===== config.mk =====
export PLATFORM = sky130hd
export DESIGN_NAME = fp_pool_tree
export DESIGN_NICKNAME = d
export VERILOG_FILES = /design/src/rtl/fp_pool_tree.sv
export SDC_FILE = /design/constraint.sdc
export NUM_CORES = 1
export LEC_CHECK = 0
export ABC_AREA = 1
export CORE_MARGIN = 2
export CORE_UTILIZATION = 55
export DETAILED_ROUTE_END_ITERATION = 7
export PLACE_DENSITY = 0.75
export SLEW_MARGIN = 20
export SYNTH_ARGS = -nofsm -noshare
export SYNTH_HDL_FRONTEND = slang
export SYNTH_SLANG_ARGS = --single-unit

===== constraint.sdc =====
create_clock -name clk -period 3.17 [get_ports clk]
set_clock_uncertainty 0.1 [all_clocks]
set_input_delay 0.634 -clock clk [delete_from_list [all_inputs] [get_ports clk]]
set_output_delay 0.634 -clock clk [all_outputs]
set_load 0.005 [all_outputs]

===== src/rtl/fp_pool_tree.sv =====
// Streaming max/min pooling reducer for sign-magnitude floating-point windows.
// Binary comparator tree with one register level per stage, argmax/argmin index and stall-based back-pressure.
module fp_pool_tree #(
    parameter int DATA_WIDTH = 32,
    parameter int NUM_IN = 9,
    localparam int IDX_W = $clog2(NUM_IN)
) (
    input  logic                         clk,
    input  logic                         rst,
    input  logic [NUM_IN*DATA_WIDTH-1:0] Data_In,
    input  logic                         Mode_In,
    input  logic                         Valid_In,
    output logic                         Ready_Out,
    output logic [DATA_WIDTH-1:0]        Data_Out,
    output logic [IDX_W-1:0]             Index_Out,
    output logic                         Valid_Out,
    input  logic                         Ready_In
);

    localparam int L = $clog2(NUM_IN);

    function automatic int survivors(input int level);
        int n;
        n = NUM_IN;
        for (int k = 0; k < level; k++) n = (n + 1) / 2;
        return n;
    endfunction

    // Maps sign-magnitude to a key whose unsigned order matches the numeric order (-0 < +0).
    function automatic logic [DATA_WIDTH-1:0] order_key(input logic [DATA_WIDTH-1:0] x);
        return x[DATA_WIDTH-1] ? ~x : (x | {1'b1, {(DATA_WIDTH-1){1'b0}}});
    endfunction

    logic stall;

    assign stall     = Valid_Out & ~Ready_In;
    assign Ready_Out = ~stall;

    genvar j, p;
    generate
        for (j = 0; j < L; j++) begin : lvl
            localparam int NI = survivors(j);
            localparam int NO = survivors(j + 1);

            logic [DATA_WIDTH-1:0] in_val  [NI];
            logic [IDX_W-1:0]      in_idx  [NI];
            logic                  in_mode;
            logic                  in_valid;
            logic [DATA_WIDTH-1:0] win_val [NO];
            logic [IDX_W-1:0]      win_idx [NO];
            logic [DATA_WIDTH-1:0] val_q   [NO];
            logic [IDX_W-1:0]      idx_q   [NO];
            logic                  valid_q;

            if (j == 0) begin : g_src
                for (p = 0; p < NI; p++) begin : g_el
                    assign in_val[p] = Data_In[p*DATA_WIDTH +: DATA_WIDTH];
                    assign in_idx[p] = IDX_W'(p);
                end
                assign in_mode  = Mode_In;
                assign in_valid = Valid_In & Ready_Out;
            end else begin : g_src
                for (p = 0; p < NI; p++) begin : g_el
                    assign in_val[p] = lvl[j-1].val_q[p];
                    assign in_idx[p] = lvl[j-1].idx_q[p];
                end
                assign in_mode  = lvl[j-1].g_mode.mode_q;
                assign in_valid = lvl[j-1].valid_q;
            end

            // Left operand always carries the lower original index, so it keeps ties.
            for (p = 0; p < NO; p++) begin : g_pair
                if (2*p + 1 < NI) begin : g_cmp
                    logic [DATA_WIDTH-1:0] key_a;
                    logic [DATA_WIDTH-1:0] key_b;
                    logic                  take_b;
                    assign key_a      = order_key(in_val[2*p]);
                    assign key_b      = order_key(in_val[2*p+1]);
                    assign take_b     = in_mode ? (key_b < key_a) : (key_b > key_a);
                    assign win_val[p] = take_b ? in_val[2*p+1] : in_val[2*p];
                    assign win_idx[p] = take_b ? in_idx[2*p+1] : in_idx[2*p];
                end else begin : g_pass
                    assign win_val[p] = in_val[2*p];
                    assign win_idx[p] = in_idx[2*p];
                end
            end

            always_ff @(posedge clk or negedge rst) begin
                if (!rst) begin
                    valid_q <= 1'b0;
                    for (int k = 0; k < NO; k++) begin
                        val_q[k] <= '0;
                        idx_q[k] <= '0;
                    end
                end else if (!stall) begin
                    valid_q <= in_valid;
                    for (int k = 0; k < NO; k++) begin
                        val_q[k] <= win_val[k];
                        idx_q[k] <= win_idx[k];
                    end
                end
            end

            // The last level has no successor, so its mode bit is not kept.
            if (j < L - 1) begin : g_mode
                logic mode_q;
                always_ff @(posedge clk or negedge rst) begin
                    if (!rst) begin
                        mode_q <= 1'b0;
                    end else if (!stall) begin
                        mode_q <= in_mode;
                    end
                end
            end
        end
    endgenerate

    assign Data_Out  = lvl[L-1].val_q[0];
    assign Index_Out = lvl[L-1].idx_q[0];
    assign Valid_Out = lvl[L-1].valid_q;

endmodule


==> metrics.txt, run 1 <==
Sink Count 378; worst path arrival time approximately 3.3 ns; Final Cycle Share 0.933; Avg Cell Area, Syn 7.20 um^2; Seq/Total Area, Yosys 0.319; CP top delay family simple AND/OR/NAND/NOR gates; most frequent CP cell nand2_1; failing checks negative hold slack; Synthesized Nets 4668; area taken by multi-input logic gates approximately 0.017 mm^2; Site Rows 85; placeable core region ~0.054 mm^2; CP cell instances buf_12 > xor2_1 > ha_1 > a21oi_1 > o21ai_0 > nand2_1 > nand2_1 > a21oi_1 > nand2_1 > nand2_4 > buf_4 > nand3_1 > nand3_1 > nand2_1; postcts setup bufs 0; Post-CTS Hold Fix Bufs 0; Synth warnings 0; dpl hpwl between 50 and 60 mm; leading cell type in the layout, fill and taps excluded nand2_1; leak pwr about 19 nW; RSZ-0062 raised after global routing no; TritonCTS clock tree done; peak supply drop 0.000809 V; layout cells sized above 1 0.0437; Setup Crit Path Kind flop to flop; Synth Register Bits 378; Avg WL per Cell roughly 15 um; final setup fails 0; die height 236 um; GRT Util Overall 0.278; DR DRC count 0; Critical Path Slowest Stage Cell dfrtp_1; Pwr Density 1010 mW/mm^2; first-pass GRT wire length 128 mm; Reg2Reg Launch Point lvl[0].val_q[63]; RD Place Congestion 0.900; Worst-path clk slew 0.06 ns; cells on worst reg2reg path 14; Ports 331; Setup TNS 0 ns; vias in the first global route 25100; reg-to-reg endpoint lvl[1].val_q[49]; initial core utilization 0.553; Slew Limit Fails 0; Die Wd around 240 um; clk_lat worst skew around 0.56 ns; Cell Area, Synth 0.0296 mm^2; Max-slew headroom 0.458; CTS max path bufs 3; maxcap violations 0; asr flop ratio synth 1.00; Final Hold Viols 14; commonest non-fill, non-tap cells in the layout nand2_1, inv_1, nand3_1, dfrtp_1, clkdlybuf4s50_1; grt total ovfl 0; Final ANT Viol Nets 0; # H-tree levels 2; Req. time, crit path 3.52 ns; Hold Slack -0.0554 ns; actual slew at the worst max-slew pin 0.813 ns; hold crit path type input port to asynchronous set/reset pin; Buf/Inv on CP 2; Num CTS Buffers 41; post-CTS sizing 0; First DRT Iteration DRCs 1958; CP max stage delay slightly below 0.4 ns; port bufs 330; startpoint types flop; area delta synth->final 19.2%; min Tclk post-route 2.96 ns; die area roughly 0.056 mm^2; Netlist cell types 31; Synth Instances 4119; Post-synth EDFFs 0; CP Capture Type flop; nets between 4000 and 5000; antenna violations before repair 0; critical path fanouts, max 33; register area 0.00946 mm^2; fillers roughly 4700; Main synth FF type dfrtp_1; largest net degree at the start of global routing 127; Worst R2R Setup Slack ~0.21 ns; Fmax achieved 338 MHz; Antenna diodes 0; vias per inst 5.11; status complete, but fails checks; DRT Pass-1 Iters 5; clock root buffer clkbuf_16; final WL between 70 and 80 mm; routed via count 26000
==> synth_stat cells (4+ instances only) <==
cell | number | area share
o21ai_1 | 5 | 0.00084
and3_1 | 4 | 0.00084
dfrtp_1 | 378 | 0.32
nor3b_2 | 4 | 0.0017
o21ai_0 | 54 | 0.0091
a21oi_1 | 114 | 0.019
nand2_1 | 1313 | 0.17
nand3_1 | 553 | 0.093
a21o_1 | 8 | 0.0020
ha_1 | 256 | 0.11
inv_1 | 582 | 0.074
nand2_2 | 13 | 0.0027
clkbuf_1 | 104 | 0.013
xor2_1 | 248 | 0.073
buf_1 | 13 | 0.0016
nor2_1 | 66 | 0.0084
xnor2_1 | 248 | 0.073
nor3_1 | 8 | 0.0014
nand3_2 | 6 | 0.0020
buf_6 | 8 | 0.0030
o21a_1 | 16 | 0.0041
buf_4 | 15 | 0.0038
nand4_1 | 14 | 0.0030
buf_2 | 79 | 0.013
==> area by class of cell <==
class,count,share of cell area
multi-input cells,2940,0.481
flip-flops and latches,378,0.268
repair buffers,417,0.126
inverters,582,0.0620
clock buffers,53,0.0324
well taps,696,0.0246
clock inverters,21,0.00701
==> through the flow <==
step,cell area (um^2),worst slack [ns],util,power (W),cells
2_1_floorplan,29600,0.125,-,0.0246,4119
3_3_place_gp,33900,-0.0693,0.633,0.0300,5013
3_5_place_dp,33900,-0.170,0.633,0.0306,5013
4_1_cts,35300,0.281,0.659,0.0359,5087
5_1_grt,35300,0.0167,0.659,0.0395,5087
6_report,35300,0.214,0.659,0.0358,5087
==> how the worst max path moves through the flow <==
| stage | startpoint | to | slack [ns] | depth (start not counted) |
|---|---|---|---|---|
| 5_1_grt | lvl[0].val_q[63] | lvl[1].val_q[49] | 0.02 | 14 |
| 6_report | lvl[0].val_q[63] | lvl[1].val_q[49] | 0.21 | 14 |
| 3_3_place_gp | Data_In[255] | lvl[0].val_q[51] | -0.07 | 15 |
| 2_1_floorplan | Data_In[31] | lvl[0].val_q[139] | 0.12 | 14 |
| 3_5_place_dp | Data_In[255] | lvl[0].val_q[38] | -0.17 | 15 |
| 4_1_cts | lvl[0].val_q[63] | lvl[1].val_q[49] | 0.28 | 15 |
==> worst reg2reg max path: stages, from the launching register on <==
cell and delay [ns]:
dfrtp_1 0.39, buf_12 0.20, xor2_1 0.19, ha_1 0.33
a21oi_1 0.16, o21ai_0 0.11, nand2_1 0.07, nand2_1 0.06
a21oi_1 0.29, nand2_1 0.15, nand2_4 0.20, buf_4 0.29
nand3_1 0.11, nand3_1 0.13, nand2_1 0.07
==> power by group <==
group	switching, W	internal (W)	total, W
Sequential	0.00226	0.00707	0.00933
Clock	0.00203	0.00296	0.00499
Combinational	0.0126	0.00892	0.0215
==> sequential cells by signal, summed over array words and instances (netlist names) <==
register           flops
lvl.g_mode.mode_q      3
Index_Out              4
Valid_Out              1
lvl.idx_q             15
lvl.val_q            320
Data_Out              32
lvl.valid_q            3
==> metal layers <==
layer / global-route usage / part of all wire / vias up
met4: 0.0683 / 0.023 / 0
met1: 0.395 / 0.46 / 12000
met5: 0 / 0 / -
met3: 0.0261 / 0.054 / 101
li1: - / - / 13200
met2: 0.457 / 0.46 / 671
==> kinds of logic (layout without fill, tap and decap cells) <==
| family | after synthesis | count (layout) | synth area share |
|---|---|---|---|
| AND/OR/NAND/NOR | 1990 | 1990 | 0.282 |
| buffers and inverters | 801 | 1073 | 0.109 |
| XOR/XNOR | 496 | 496 | 0.147 |
| flip-flops | 378 | 378 | 0.319 |
| adder cells (fa/ha/maj) | 256 | 256 | 0.108 |
| AO/OA/AOI/OAI | 198 | 198 | 0.0355 |
No activity file was read; power rests on OpenSTA's default activity.
==> inputs of run 2 (changes only) <==
--- a/config.mk
+++ b/config.mk
@@ -10,4 +10,5 @@
 export CORE_UTILIZATION = 55
 export DETAILED_ROUTE_END_ITERATION = 7
+export GPL_TIMING_DRIVEN = 1
 export PLACE_DENSITY = 0.75
 export SLEW_MARGIN = 20
==> constraint.sdc (replaced) <==
create_clock -name clk -period 3.17 [get_ports clk]
set_clock_uncertainty 0.1 [all_clocks]
set_input_delay 0.634 -clock clk [delete_from_list [all_inputs] [get_ports clk]]
set_output_delay 0.634 -clock clk [all_outputs]
set_load 0.01 [all_outputs]
==> run 2 against run 1 <==
- the flow now finishes without violations
- fmax down 1.8%
- setup slack worse by 0.055 ns
- global-route usage down 0.18 points
- register-to-register slack worse by 0.06 ns
- largest cell class unchanged
==> metrics.txt, run 2 (synthesized netlist as in run 1, its figures left out) <==
status complete, no violations (was complete, but fails checks); P_sw 0.0169 W (about the same); Net Sw Frac 0.474 (was 0.471); grt total ovfl 0 (unchanged); vias in the first global route 25100 (about the same); Req. time, crit path 3.52 ns (about the same); Comb power frac 0.604 (was 0.600); Sink Count 378 (unchanged); Ports 331 (unchanged); port bufs 330 (unchanged); Largest Register lvl.val_q (unchanged); DRT Pass-1 Iters 5 (unchanged); Final Cycle Share 0.950 (was 0.933); clk_lat worst skew 0.57 ns (was 0.56 ns); Die Wd 236 um (unchanged); max FFs per register 320 (unchanged); final setup margin 0.159 ns (was 0.214 ns); CP Capture Type flop (unchanged); Max-slew headroom 0.610 (was 0.458); final WL 75.9 mm (was 76.3 mm); clock root buffer clkbuf_16 (unchanged); First DRT Iteration DRCs 2074 (was 1958); layout cells sized above 1 0.0438 (was 0.0437); vias per inst 5.10 (was 5.11); Fmax achieved 332 MHz (was 338 MHz); sequential power share 0.261 (was 0.260); GRT Util Overall 0.276 (was 0.278); post-placement setup slack -0.126 ns (was -0.170 ns); Final Non-Filler Cells 5083 (was 5087); Slew Limit Fails 0 (unchanged); actual slew at the worst max-slew pin 0.586 ns (was 0.813 ns); Final Hold Viols 0 (was 14); startpoint types flop (unchanged); RD Place Congestion 0.904 (was 0.900); RSZ-0062 raised after global routing no (unchanged); Setup Crit Path Kind flop to flop (unchanged); leading cell type in the layout, fill and taps excluded nand2_1 (unchanged); DR DRC count 0 (unchanged); Internal Power 0.0188 W (was 0.0189 W); clock share of power 0.135 (was 0.139); Hold Slack 0.364 ns (was -0.0554 ns); CTS max path bufs 3 (unchanged); TritonCTS clock tree done (unchanged); hold crit path type flop to flop (was input port to asynchronous set/reset pin); Antenna diodes 0 (unchanged); maxcap violations 0 (unchanged); nets 4907 (was 4909); routed via count 25900 (was 26000); commonest non-fill, non-tap cells in the layout nand2_1, inv_1, nand3_1, dfrtp_1, clkdlybuf4s50_1 (unchanged); Worst-path clk slew 0.06 ns (about the same); antenna violations before repair 0 (unchanged); peak supply drop 0.000636 V (was 0.000809 V); min Tclk post-route 3.01 ns (was 2.96 ns); final setup fails 0 (unchanged); Site Rows 85 (unchanged); first-pass GRT wire length 127 mm (was 128 mm); area delta synth->final 18.9% (was 19.2%); # H-tree levels 2 (unchanged); die area 0.0558 mm^2 (unchanged); dpl hpwl 57.1 mm (was 56.8 mm); placed insts 5010 (was 5013); largest net degree at the start of global routing 125 (was 127); critical path fanouts, max 33 (unchanged); initial core utilization 0.553 (unchanged); worst path arrival time 3.36 ns (was 3.30 ns); Avg WL per Cell 14.9 um (was 15.0 um); Final ANT Viol Nets 0 (unchanged); Num CTS Buffers 41 (unchanged); fillers 4730 (was 4713); die height 236 um (unchanged); leak pwr 18.9 nW (about the same); Pwr Density 1010 mW/mm^2 (about the same); placeable core region 0.0536 mm^2 (unchanged)
## run 2: changes by cell type in the layout (fill, tap and decap cells not counted), moves of 2 or more
cell       delta
bufinv_16     -2
clkbuf_8      +5
buf_12        -3
inv_6         +2
clkbuf_16     -2
clkbuf_1      -4
## run 2: stage by stage
step	utilization	TNS [ns]	instance area, um^2	total power (W)
floorplan	-	0	29600	0.0247
global placement	0.632	-0.999	33900	0.0301
detailed placement	0.632	-2.85	33900	0.0307
CTS	0.657	0	35200	0.0358
global route	0.658	0	35200	0.0394
finish	0.658	0	35200	0.0357
## run 2: what timing repair did
item | CTS | global route
setup endpoints to repair | 0 | 32
gates resized for setup | 0 | 2
hold endpoints to repair | 30 | 0
setup buffers | 0 | 0
hold buffers | 1 | 0
## run 2: area by class of cell
class / count / area [um^2] / area share
Clock inverter: 20 / 199 / 0.00564
Clock buffer: 52 / 1150 / 0.0326
Sequential cell: 378 / 9460 / 0.268
Tap cell: 696 / 871 / 0.0247
Inverter: 582 / 2190 / 0.0622
Timing Repair Buffer: 415 / 4390 / 0.125
Multi-Input combinational cell: 2940 / 17000 / 0.482
## run 2: worst max-delay path, stage by stage (launching register included)
cell and delay [ns]:
dfrtp_1 0.40, buf_12 0.20, xor2_1 0.18, ha_1 0.30
nand2_1 0.06, inv_1 0.06, nand3_1 0.06, nor3_1 0.36
nand3_1 0.17, and2_4 0.18, nand2_4 0.17, buf_4 0.28
nand3_1 0.10, nand3_1 0.16, nand2_1 0.08
## run 2: worst paths after layout
check,start,to,slack [ns],depth (start not counted)
max in group asynchronous,rst,lvl[1].val_q[10],1.78,3
setup / recovery,lvl[0].val_q[63],lvl[1].val_q[33],0.16,14
setup reg to reg,lvl[0].val_q[63],lvl[1].val_q[33],0.16,14
min in group asynchronous,rst,lvl[0].val_q[22],0.43,2
hold reg to reg,lvl[0].val_q[1],lvl[1].val_q[1],0.36,2
hold / removal,lvl[0].val_q[1],lvl[1].val_q[1],0.36,2
## run 2: power by group through the flow
stage                     clock network [W]  logic, W  registers, W
after floorplan                           0    0.0161       0.00856
after CTS                           0.00492    0.0216       0.00928
after global placement                    0    0.0208       0.00933
after global routing                0.00512    0.0248       0.00955
after detailed placement                  0    0.0214       0.00932
final                               0.00483    0.0216       0.00931
## run 2: routing by layer
metal / global-route usage / vias to the layer above / routed length (um)
met2: 0.448 / 620 / 35100
met1: 0.392 / 12000 / 35200
met3: 0.0281 / 109 / 3720
met4: 0.0769 / 0 / 1880
li1: - / 13200 / -
met5: 0 / - / 0
==> inputs of run 3 (changes only) <==
- GPL_TIMING_DRIVEN: 1 -> 0
==> run 3 against run 2 <==
- sequential power increased by 2%
- cell area increased by 0.39%
- combinational power increased by 2%
- largest power group unchanged
- critical path depth decreased by 9
- clock power increased by 2%
- highest routed layer unchanged
- count of clock-buffer cells in the layout decreased by 2
- power increased by 2.2%
- setup slack got worse by 0.073 ns
- die area unchanged
- first-iteration DRC count decreased by 7.9%
- fmax decreased by 2.4%
==> metrics.txt, run 3 (synthesized netlist as in run 1, its figures left out) <==
vias in the first global route 25500 (was 25100); WL met2 38.4 mm (was 35.1 mm); CP Capture Point Ready_Out (was lvl[1].val_q[33]); worst path arrival time 2.35 ns (was 3.36 ns); hold crit path type flop to flop (unchanged); clk_lat worst skew 0.57 ns (about the same); antenna violations before repair 0 (unchanged); final WL 83.0 mm (was 75.9 mm); maxcap violations 0 (unchanged); DP Area 0.0339 mm^2 (about the same); routed via count 26800 (was 25900); final setup fails 0 (unchanged); GRT Util Overall 0.298 (was 0.276); register area 0.00946 mm^2 (about the same); area delta synth->final 19.3% (was 18.9%); Pwr Density 1030 mW/mm^2 (was 1010 mW/mm^2); die height 236 um (unchanged); first-pass GRT wire length 133 mm (was 127 mm); Worst-path clk slew 0.07 ns (was 0.06 ns); die area 0.0558 mm^2 (unchanged); Reg2Reg Launch Point lvl[0].val_q[127] (was lvl[0].val_q[63]); peak supply drop 0.000615 V (was 0.000636 V); vias per inst 5.14 (was 5.10); Final Cycle Share 0.973 (was 0.950); commonest non-fill, non-tap cells in the layout nand2_1, inv_1, nand3_1, dfrtp_1, clkdlybuf4s50_1 (unchanged); Max-slew headroom 0.255 (was 0.610); fillers 4841 (was 4730); RD Place Congestion 0.938 (was 0.904); RSZ-0062 raised after global routing no (unchanged); CP Capture Type output pin (was flop); Worst R2R Setup Slack 0.16 ns (about the same); Site Rows 85 (unchanged); area taken by multi-input logic gates 0.0170 mm^2 (unchanged); Finished Cell Area 0.0354 mm^2 (was 0.0352 mm^2); Sink Count 378 (unchanged); Slew Limit Fails 0 (unchanged); top routing layer in use met4 (unchanged); most frequent CP cell clkdlybuf4s50_1 (was nand3_1); Avg WL per Cell 15.9 um (was 14.9 um); DR DRC count 0 (unchanged); Num CTS Buffers 40 (was 41); startpoint types input port (was flop); leading cell type in the layout, fill and taps excluded nand2_1 (unchanged); CTS max path bufs 3 (unchanged); Setup TNS 0 ns (unchanged); CP startpoint Ready_In (was lvl[0].val_q[63]); min Tclk post-route 3.08 ns (was 3.01 ns); Largest Register lvl.val_q (unchanged); # H-tree levels 2 (unchanged); reg-to-reg endpoint lvl[1].val_q[69] (was lvl[1].val_q[33]); Buf/Inv on CP 4 (was 3); stages on the worst setup path 5 (was 14); met1 WL 37.5 mm (was 35.2 mm); Die Wd 236 um (unchanged); Ports 331 (unchanged); actual slew at the worst max-slew pin 1.12 ns (was 0.586 ns); status complete, no violations (unchanged); grt total ovfl 0 (unchanged); Final Hold Viols 0 (unchanged); nets 5029 (was 4907); port bufs 326 (was 330); Antenna diodes 0 (unchanged); Final ANT Viol Nets 0 (unchanged); placed insts 5145 (was 5010); clock root buffer clkbuf_16 (unchanged); Req. time, crit path 2.44 ns (was 3.52 ns); Fmax achieved 324 MHz (was 332 MHz); CP max stage delay 0.59 ns (was 0.40 ns); largest net degree at the start of global routing 101 (was 125); max FFs per register 320 (unchanged); cells on worst reg2reg path 14 (unchanged); Final Non-Filler Cells 5204 (was 5083); dpl hpwl 66.2 mm (was 57.1 mm); Critical Path Slowest Stage Cell clkdlybuf4s50_1 (was dfrtp_1); DRT Pass-1 Iters 6 (was 5); DR WL met3 4.60 mm (was 3.72 mm); placeable core region 0.0536 mm^2 (unchanged); CP top delay family buffers and inverters (was simple AND/OR/NAND/NOR gates); initial core utilization 0.553 (unchanged); First DRT Iteration DRCs 1911 (was 2074); TritonCTS clock tree done (unchanged); critical path fanouts, max 19 (was 33); CP cell instances clkdlybuf4s50_1 > nor2_2 > inv_2 > clkbuf_8 > clkdlybuf4s50_1 (was buf_12 > xor2_1 > ha_1 > nand2_1 > inv_1 > nand3_1 > nor3_1 > nand3_1 > and2_4 > nand2_4 > buf_4 > nand3_1 > nand3_1 > nand2_1); Setup Crit Path Kind input port to output pin (was flop to flop); layout cells sized above 1 0.0506 (was 0.0438); leak pwr 19.0 nW (was 18.9 nW)
==> run 3: changes by cell type in the layout (fill, tap and decap cells not counted), moves of 5 or more <==
cell and delta:
buf_4 -8, buf_6 +11, clkbuf_4 +7, buf_12 -38, clkbuf_2 +5, buf_2 +54, clkbuf_1 +85
==> run 3: worst min-delay path by stage <==
| stage | end | start | cells after the start |
|---|---|---|---|
| 6_report | lvl[2].idx_q[3] | lvl[1].idx_q[3] | 2 |
| 3_5_place_dp | lvl[2].idx_q[3] | lvl[1].idx_q[3] | 2 |
| 4_1_cts | lvl[2].idx_q[3] | lvl[1].idx_q[3] | 2 |
| 5_1_grt | lvl[1].val_q[1] | lvl[0].val_q[1] | 2 |
| 2_1_floorplan | Data_Out[0] | rst | 0 |
| 3_3_place_gp | lvl[2].idx_q[3] | lvl[1].idx_q[3] | 2 |
==> run 3: power breakdown <==
part	switching (W)	leakage (nW)	internal (W)
clock network	0.00200	0.660	0.00293
logic	0.0130	13.9	0.00902
registers	0.00242	4.48	0.00707
==> run 3: area by class of cell <==
type,count,share of cell area
multi-input cells,2940,0.480
flip-flops and latches,378,0.267
repair buffers,332,0.0963
inverters,582,0.0617
plain buffers,206,0.0315
clock buffers,50,0.0308
well taps,696,0.0246
clock inverters,20,0.00757
==> run 3: routing by layer <==
layer  global-route usage  up-vias
li1                     -    13500
met1                0.409    12500
met2                0.489      698
met3               0.0397      130
met4               0.0900        0
met5                    0        -
==> run 3: repair_timing <==
action	in CTS	in global routing
pin swaps	0	1
buffers inserted	0	1
endpoints found under the setup margin	250	262
endpoints found under the hold margin	34	0
resized for setup	41	40
hold buffers	1	0
==> run 3: metrics by stage <==
| step | utilization | hold WS [ns] | worst slack (ns) | power (W) |
|---|---|---|---|---|
| 6_report | 0.660 | 0.372 | 0.0856 | 0.0365 |
| 5_1_grt | 0.660 | 0.389 | 0.00452 | 0.0399 |
| 4_1_cts | 0.659 | 0.372 | 0.00129 | 0.0363 |
| 3_5_place_dp | 0.632 | 0.357 | -1.36 | 0.0312 |
| 3_3_place_gp | 0.630 | 0.350 | -14.94 | 0.0306 |
| 2_1_floorplan | - | 0.238 | 0.125 | 0.0247 |
==> run 3: worst reg2reg max path, cell delays in order, from the launching register on <==
cell and delay (ns):
dfrtp_2 0.48, buf_4 0.24, xor2_1 0.18, ha_1 0.34, a21oi_1 0.14, o21ai_0 0.10, nand2_1 0.07, nand2_1 0.05
a21oi_1 0.28, nand3_2 0.23, nand2_2 0.27, buf_6 0.18, nand2_1 0.07, nand3_1 0.11, nand2_1 0.07
